<file path="config.mk">
export PLATFORM = sky130hd
export DESIGN_NAME = cond_issue_ctrl
export DESIGN_NICKNAME = d
export VERILOG_FILES = /design/src/rtl/cond_issue_ctrl_pkg.sv /design/src/rtl/cond_issue_ctrl_eval.sv /design/src/rtl/cond_issue_ctrl.sv
export SDC_FILE = /design/constraint.sdc
export NUM_CORES = 1
export LEC_CHECK = 0
export CAP_MARGIN = 20
export CORE_MARGIN = 10
export CORE_UTILIZATION = 40
export DETAILED_ROUTE_END_ITERATION = 7
export PLACE_DENSITY = 0.76
export SYNTH_ARGS = -nofsm -noshare
export SYNTH_HDL_FRONTEND = slang
export SYNTH_HIERARCHICAL = 1
export SYNTH_SLANG_ARGS = --single-unit
</file>
<file path="constraint.sdc">
create_clock -name clk -period 3.51 [get_ports clk]
set_clock_uncertainty 0.15 [all_clocks]
set_input_delay 0.5265 -clock clk [delete_from_list [all_inputs] [get_ports clk]]
set_output_delay 0.5265 -clock clk [all_outputs]
set_load 0.02 [all_outputs]
</file>
<file path="src/rtl/cond_issue_ctrl_pkg.sv">
// Shared definitions for the conditional-issue controller: condition codes and NZCV bit positions.
package cond_issue_ctrl_pkg;

  typedef enum logic [3:0] {
    COND_EQ = 4'h0,
    COND_NE = 4'h1,
    COND_CS = 4'h2,
    COND_CC = 4'h3,
    COND_MI = 4'h4,
    COND_PL = 4'h5,
    COND_VS = 4'h6,
    COND_VC = 4'h7,
    COND_HI = 4'h8,
    COND_LS = 4'h9,
    COND_GE = 4'hA,
    COND_LT = 4'hB,
    COND_GT = 4'hC,
    COND_LE = 4'hD,
    COND_AL = 4'hE,
    COND_NV = 4'hF
  } cond_e;

  localparam int unsigned FLAG_N = 3;
  localparam int unsigned FLAG_Z = 2;
  localparam int unsigned FLAG_C = 1;
  localparam int unsigned FLAG_V = 0;

endpackage

</file>
<file path="src/rtl/cond_issue_ctrl_eval.sv">
// Purely combinational condition evaluator: (cond, nzcv) -> pass.
module cond_eval
  import cond_issue_ctrl_pkg::*;
(
  input  logic [3:0] cond_i,
  input  logic [3:0] nzcv_i,
  output logic       pass_o
);

  logic n, z, c, v;

  always_comb begin
    n      = nzcv_i[FLAG_N];
    z      = nzcv_i[FLAG_Z];
    c      = nzcv_i[FLAG_C];
    v      = nzcv_i[FLAG_V];
    pass_o = 1'b0;
    case (cond_e'(cond_i))
      COND_EQ: pass_o = z;
      COND_NE: pass_o = !z;
      COND_CS: pass_o = c;
      COND_CC: pass_o = !c;
      COND_MI: pass_o = n;
      COND_PL: pass_o = !n;
      COND_VS: pass_o = v;
      COND_VC: pass_o = !v;
      COND_HI: pass_o = c && !z;
      COND_LS: pass_o = !c || z;
      COND_GE: pass_o = (n == v);
      COND_LT: pass_o = (n != v);
      COND_GT: pass_o = !z && (n == v);
      COND_LE: pass_o = z || (n != v);
      COND_AL: pass_o = 1'b1;
      COND_NV: pass_o = 1'b0;
      default: pass_o = 1'b0;
    endcase
  end

endmodule

</file>
<file path="src/rtl/cond_issue_ctrl.sv">
// Issue-stage conditional-execution controller: NZCV register, flag scoreboard, stall logic.
// Optional macro FLAG_BYPASS_EN evaluates against the EXE write-back flags in the write cycle.
module cond_issue_ctrl
  import cond_issue_ctrl_pkg::*;
#(
  parameter int unsigned MAX_INFLIGHT = 2,
  parameter int unsigned CNT_W        = 3
) (
  input  logic             clk,
  input  logic             rst_n,
  input  logic             id_valid,
  input  logic [3:0]       id_cond,
  input  logic             id_s,
  output logic             id_ready,
  output logic             cond_pass,
  input  logic             upd_valid,
  input  logic [3:0]       upd_nzcv,
  input  logic             flush,
  output logic [3:0]       nzcv,
  output logic [CNT_W-1:0] pending,
  output logic             sb_err
);

  logic [3:0]       nzcv_q, nzcv_d;
  logic [CNT_W-1:0] pend_q, pend_d;
  logic             err_q, err_d;

  logic [3:0]       eval_flags;
  logic [CNT_W-1:0] pend_eff;
  logic             needs_flags, stall, issue, inc, dec;

`ifdef FLAG_BYPASS_EN
  // Last outstanding setter is writing back now: its flags are final, so use them directly.
  logic bypass;
  always_comb begin
    bypass     = upd_valid && (pend_q == CNT_W'(1));
    eval_flags = bypass ? upd_nzcv : nzcv_q;
    pend_eff   = bypass ? '0 : pend_q;
  end
`else
  always_comb begin
    eval_flags = nzcv_q;
    pend_eff   = pend_q;
  end
`endif

  cond_eval u_cond_eval (
    .cond_i (id_cond),
    .nzcv_i (eval_flags),
    .pass_o (cond_pass)
  );

  always_comb begin
    needs_flags = (id_cond != COND_AL) && (id_cond != COND_NV);
    stall       = id_valid &&
                  ((needs_flags && (pend_eff != '0)) ||
                   (id_s && cond_pass && (pend_eff == CNT_W'(MAX_INFLIGHT))));
    issue       = id_valid && !stall;
    inc         = issue && id_s && cond_pass;
    dec         = upd_valid && (pend_q != '0);
  end

  always_comb begin
    nzcv_d = upd_valid ? upd_nzcv : nzcv_q;
    err_d  = err_q || (upd_valid && (pend_q == '0));
    if (flush) pend_d = '0;
    else       pend_d = pend_q + CNT_W'(inc) - CNT_W'(dec);
  end

  always_ff @(posedge clk or negedge rst_n) begin
    if (!rst_n) begin
      nzcv_q <= '0;
      pend_q <= '0;
      err_q  <= 1'b0;
    end else begin
      nzcv_q <= nzcv_d;
      pend_q <= pend_d;
      err_q  <= err_d;
    end
  end

  assign id_ready = !stall;
  assign nzcv     = nzcv_q;
  assign pending  = pend_q;
  assign sb_err   = err_q;

endmodule

</file>
==> flow_summary.json <==
{
  "finalNetCount": 102,
  "synth.area.mux_share_pct": 9.82,
  "yosys-top-cells-area": "dfrtp_1, mux2_2, xor2_1",
  "status": "complete, no violations",
  "dpl.cell_count": 95,
  "fin_area_sq_um": 875,
  "synth_top_area_share_pct": 35.7,
  "drv_cap": 0,
  "dr_total_vias": 537,
  "wl_per_cell_um": 15.2,
  "synth_compound_area_share_pct": 18.5,
  "crit_path_end_kind": "output pin",
  "setup_viol": 0,
  "grt_pass1_vias": 576,
  "synth_top_family_by_area": "compound AO/OA/AOI/OAI gates",
  "synth_top_area_cell": "dfrtp_1",
  "row_count": 13,
  "utilization_pct": 66.4,
  "dp.final_hpwl_mm": 1.20,
  "die-area_sq_mm": 0.00330,
  "fp.coreArea_sq_mm": 0.00132,
  "final_cells": 98,
  "synth_xor_area_share_pct": 10.3,
  "diodes": 0,
  "cts_buffers": 3,
  "drt_iter0_drc": 5,
  "cp_data_required_time_ns": 2.83,
  "clkSinkCount": 8,
  "ios": 24,
  "fp.dieH_um": 57.4,
  "htree_levels": 1,
  "maxSlewViolCount": 0,
  "ctsLongestPathBuffers": 2,
  "grt_first_pass_wirelength_mm": 2.46,
  "critPathMaxFanout": 6,
  "max_freq_mhz": 304,
  "gp_congestion": 0.714,
  "layout_worst_path_cycle_share_pct": 93.8,
  "p_per_area_mw_per_mm2": 460,
  "place_area_sq_um": 843,
  "start_kind": "primary input",
  "synth-seq-cells": 8,
  "slew_headroom_pct": 71.7,
  "ys_seq_area_share_pct": 35.7,
  "via_per_inst": 5.48,
  "portBuffers": 23,
  "dr.pass1.iters": 4,
  "grt_max_degree": 9,
  "post_cts_buffers": 0,
  "worstRegToRegCells": 13,
  "worstPathArrival_ns": 2.62,
  "vdd_ir_drop_max_uv": 280,
  "min_period_ns": 3.29,
  "hold_viol": 0,
  "die_w_um": 57.4,
  "syn-cell-area_sq_um": 561,
  "insertion_delay_ns": 0.24,
  "critical_path_class": "primary input to output pin",
  "drc_errors": 0,
  "grt_overflow_total": 0,
  "routed_wl_mm": 1.49,
  "holdCritPathClass": "register to register",
  "yosysWarningCount": 6,
  "rsz0062_at_grt": "false",
  "synthAdderAreaFrac_pct": 8.04,
  "area_delta_synth_final_pct": 56.0,
  "syn_area_per_cell_sq_um": 10.6,
  "cts-root-buf": "clkbuf_4",
  "drive_gt1_share_pct": 19.3,
  "start_util_pct": 42.5,
  "hold_depth": 1,
  "syn_nets": 70,
  "yosys.area_share.simple_pct": 13.6,
  "ys_types": 29,
  "leakagePower_nw": 0.383,
  "cp.depth": 8,
  "critPathMaxStageDelay_ns": 0.60,
  "critPathSlowestCell": "clkdlybuf4s50_1",
  "cts_tree": "done",
  "antenna_found_initial": 0,
  "path_delay_family": "buffers and inverters",
  "crit_buf_inv": 2,
  "tightest_slew_ns": 0.421,
  "track_usage_pct": 9.03,
  "syn_inst": 53,
  "drtAntennaViolNets": 0,
  "cts_hold_buf": 0,
  "path_cells": "clkdlybuf4s50_1, mux2i_1, xnor2_1, a311oi_1, o22ai_1, and4bb_2, o21ai_0, dlygate4sd2_1",
  "clkSlewWorstSetupHoldPaths_ns": 0.05
}
## sequential cells by signal, summed over array words and instances, names as in the netlist
signal,count
pending,3
sb_err,1
nzcv,4
## layout make-up
type	instances	area, sq um
timing repair buffer	29	279
multi-input combinational	40	343
inverter	3	11.3
clock buffer	3	22.5
sequential	8	200
fill	106	443
tap	15	18.8
## cell usage after synthesis, drive strengths merged
cell type	n
clkbuf	1
nor4b	1
a21oi	3
nor3	2
a311oi	1
and4bb	1
xnor3	1
ha	2
o22a	1
o2111ai	1
mux2i	1
nand3	1
fa	1
inv	3
o22ai	1
a21o	1
o2111a	1
nor2	4
buf	1
nor2b	3
o21ai	2
xor2	3
o31a	1
a211oi	1
mux2	4
nand2b	1
a2111oi	1
dfrtp	8
xnor2	1
## cell families after synthesis
kind of cell | count (synthesis)
AOI/OAI and AO/OA | 14
and+or+nand+nor | 13
DFF | 8
xor gates and xnor gates | 5
buffers and inverters | 5
muxes | 5
adders and majority gates | 3
## power breakdown
part | leakage [nW] | total [W] | switching, W | internal [W]
registers | 0.0951 | 0.000132 | 0.0000241 | 0.000108
logic | 0.275 | 0.000203 | 0.0000915 | 0.000111
clock network | 0.0138 | 0.0000673 | 0.0000284 | 0.0000389
total | 0.383 | 0.000403 | 0.000144 | 0.000259
## what timing repair did
item	CTS	global route
endpoints found under the setup margin	1	3
resized for setup	1	3
pin swaps	0	1
## layout by cell type, fill, tap and decap left out
| master | netlist | final |
|---|---|---|
| dlymetal6s2s_1 | 0 | 2 |
| o21ai_0 | 2 | 2 |
| o2111ai_1 | 1 | 1 |
| and4bb_2 | 1 | 1 |
| nor2b_1 | 3 | 3 |
| o22a_1 | 1 | 1 |
| mux2_2 | 4 | 4 |
| a311oi_1 | 1 | 1 |
| a21o_1 | 1 | 1 |
| a211oi_1 | 1 | 1 |
| a21oi_1 | 3 | 3 |
| buf_4 | 1 | 6 |
| a2111oi_2 | 0 | 1 |
| inv_1 | 3 | 3 |
| o31a_2 | 1 | 1 |
| o22ai_1 | 1 | 1 |
| xnor2_1 | 1 | 1 |
| o2111a_1 | 1 | 1 |
| nand2b_1 | 1 | 1 |
| nand3_1 | 1 | 1 |
| dfrtp_1 | 8 | 8 |
| nor2_1 | 4 | 4 |
| nor4b_1 | 1 | 1 |
| ha_1 | 2 | 2 |
| nor3_1 | 2 | 2 |
| fa_1 | 1 | 1 |
| xor2_1 | 3 | 3 |
| mux2i_1 | 1 | 1 |
| clkdlybuf4s50_1 | 0 | 20 |
| dlygate4sd2_1 | 0 | 1 |
| clkbuf_4 | 0 | 3 |
| xnor3_1 | 1 | 1 |
## metrics by stage
stage	setup WS [ns]	setup TNS (ns)	total power (W)	hold WS [ns]
after floorplan	0.267	0	0.000248	0.0809
after global placement	-0.0834	-0.164	0.000333	0.292
after detailed placement	-0.149	-0.327	0.000340	0.305
after CTS	0.00738	0	0.000409	0.321
after global routing	0.0653	0	0.000433	0.332
final	0.216	0	0.000403	0.322
## worst paths after layout
| path | startpoint | end | slack (ns) |
|---|---|---|---|
| max in group asynchronous | rst_n | nzcv[1] | 2.55 |
| max | id_cond[1] | id_ready | 0.22 |
| min reg2reg | sb_err | sb_err | 0.32 |
| max reg2reg | nzcv[3] | pending[2] | 0.40 |
| min | sb_err | sb_err | 0.32 |
| min in group asynchronous | rst_n | pending[1] | 0.41 |
## routing by layer
metal  GRT usage, %  vias to the layer above  wire length [um]
met2           16.3                       16               790
met5              0                        -                 0
met1           8.96                      261               608
met3           2.65                        2                79
met4           5.03                        0                 6
li1               -                      258                 -
Power figures use the tool's default switching activity.
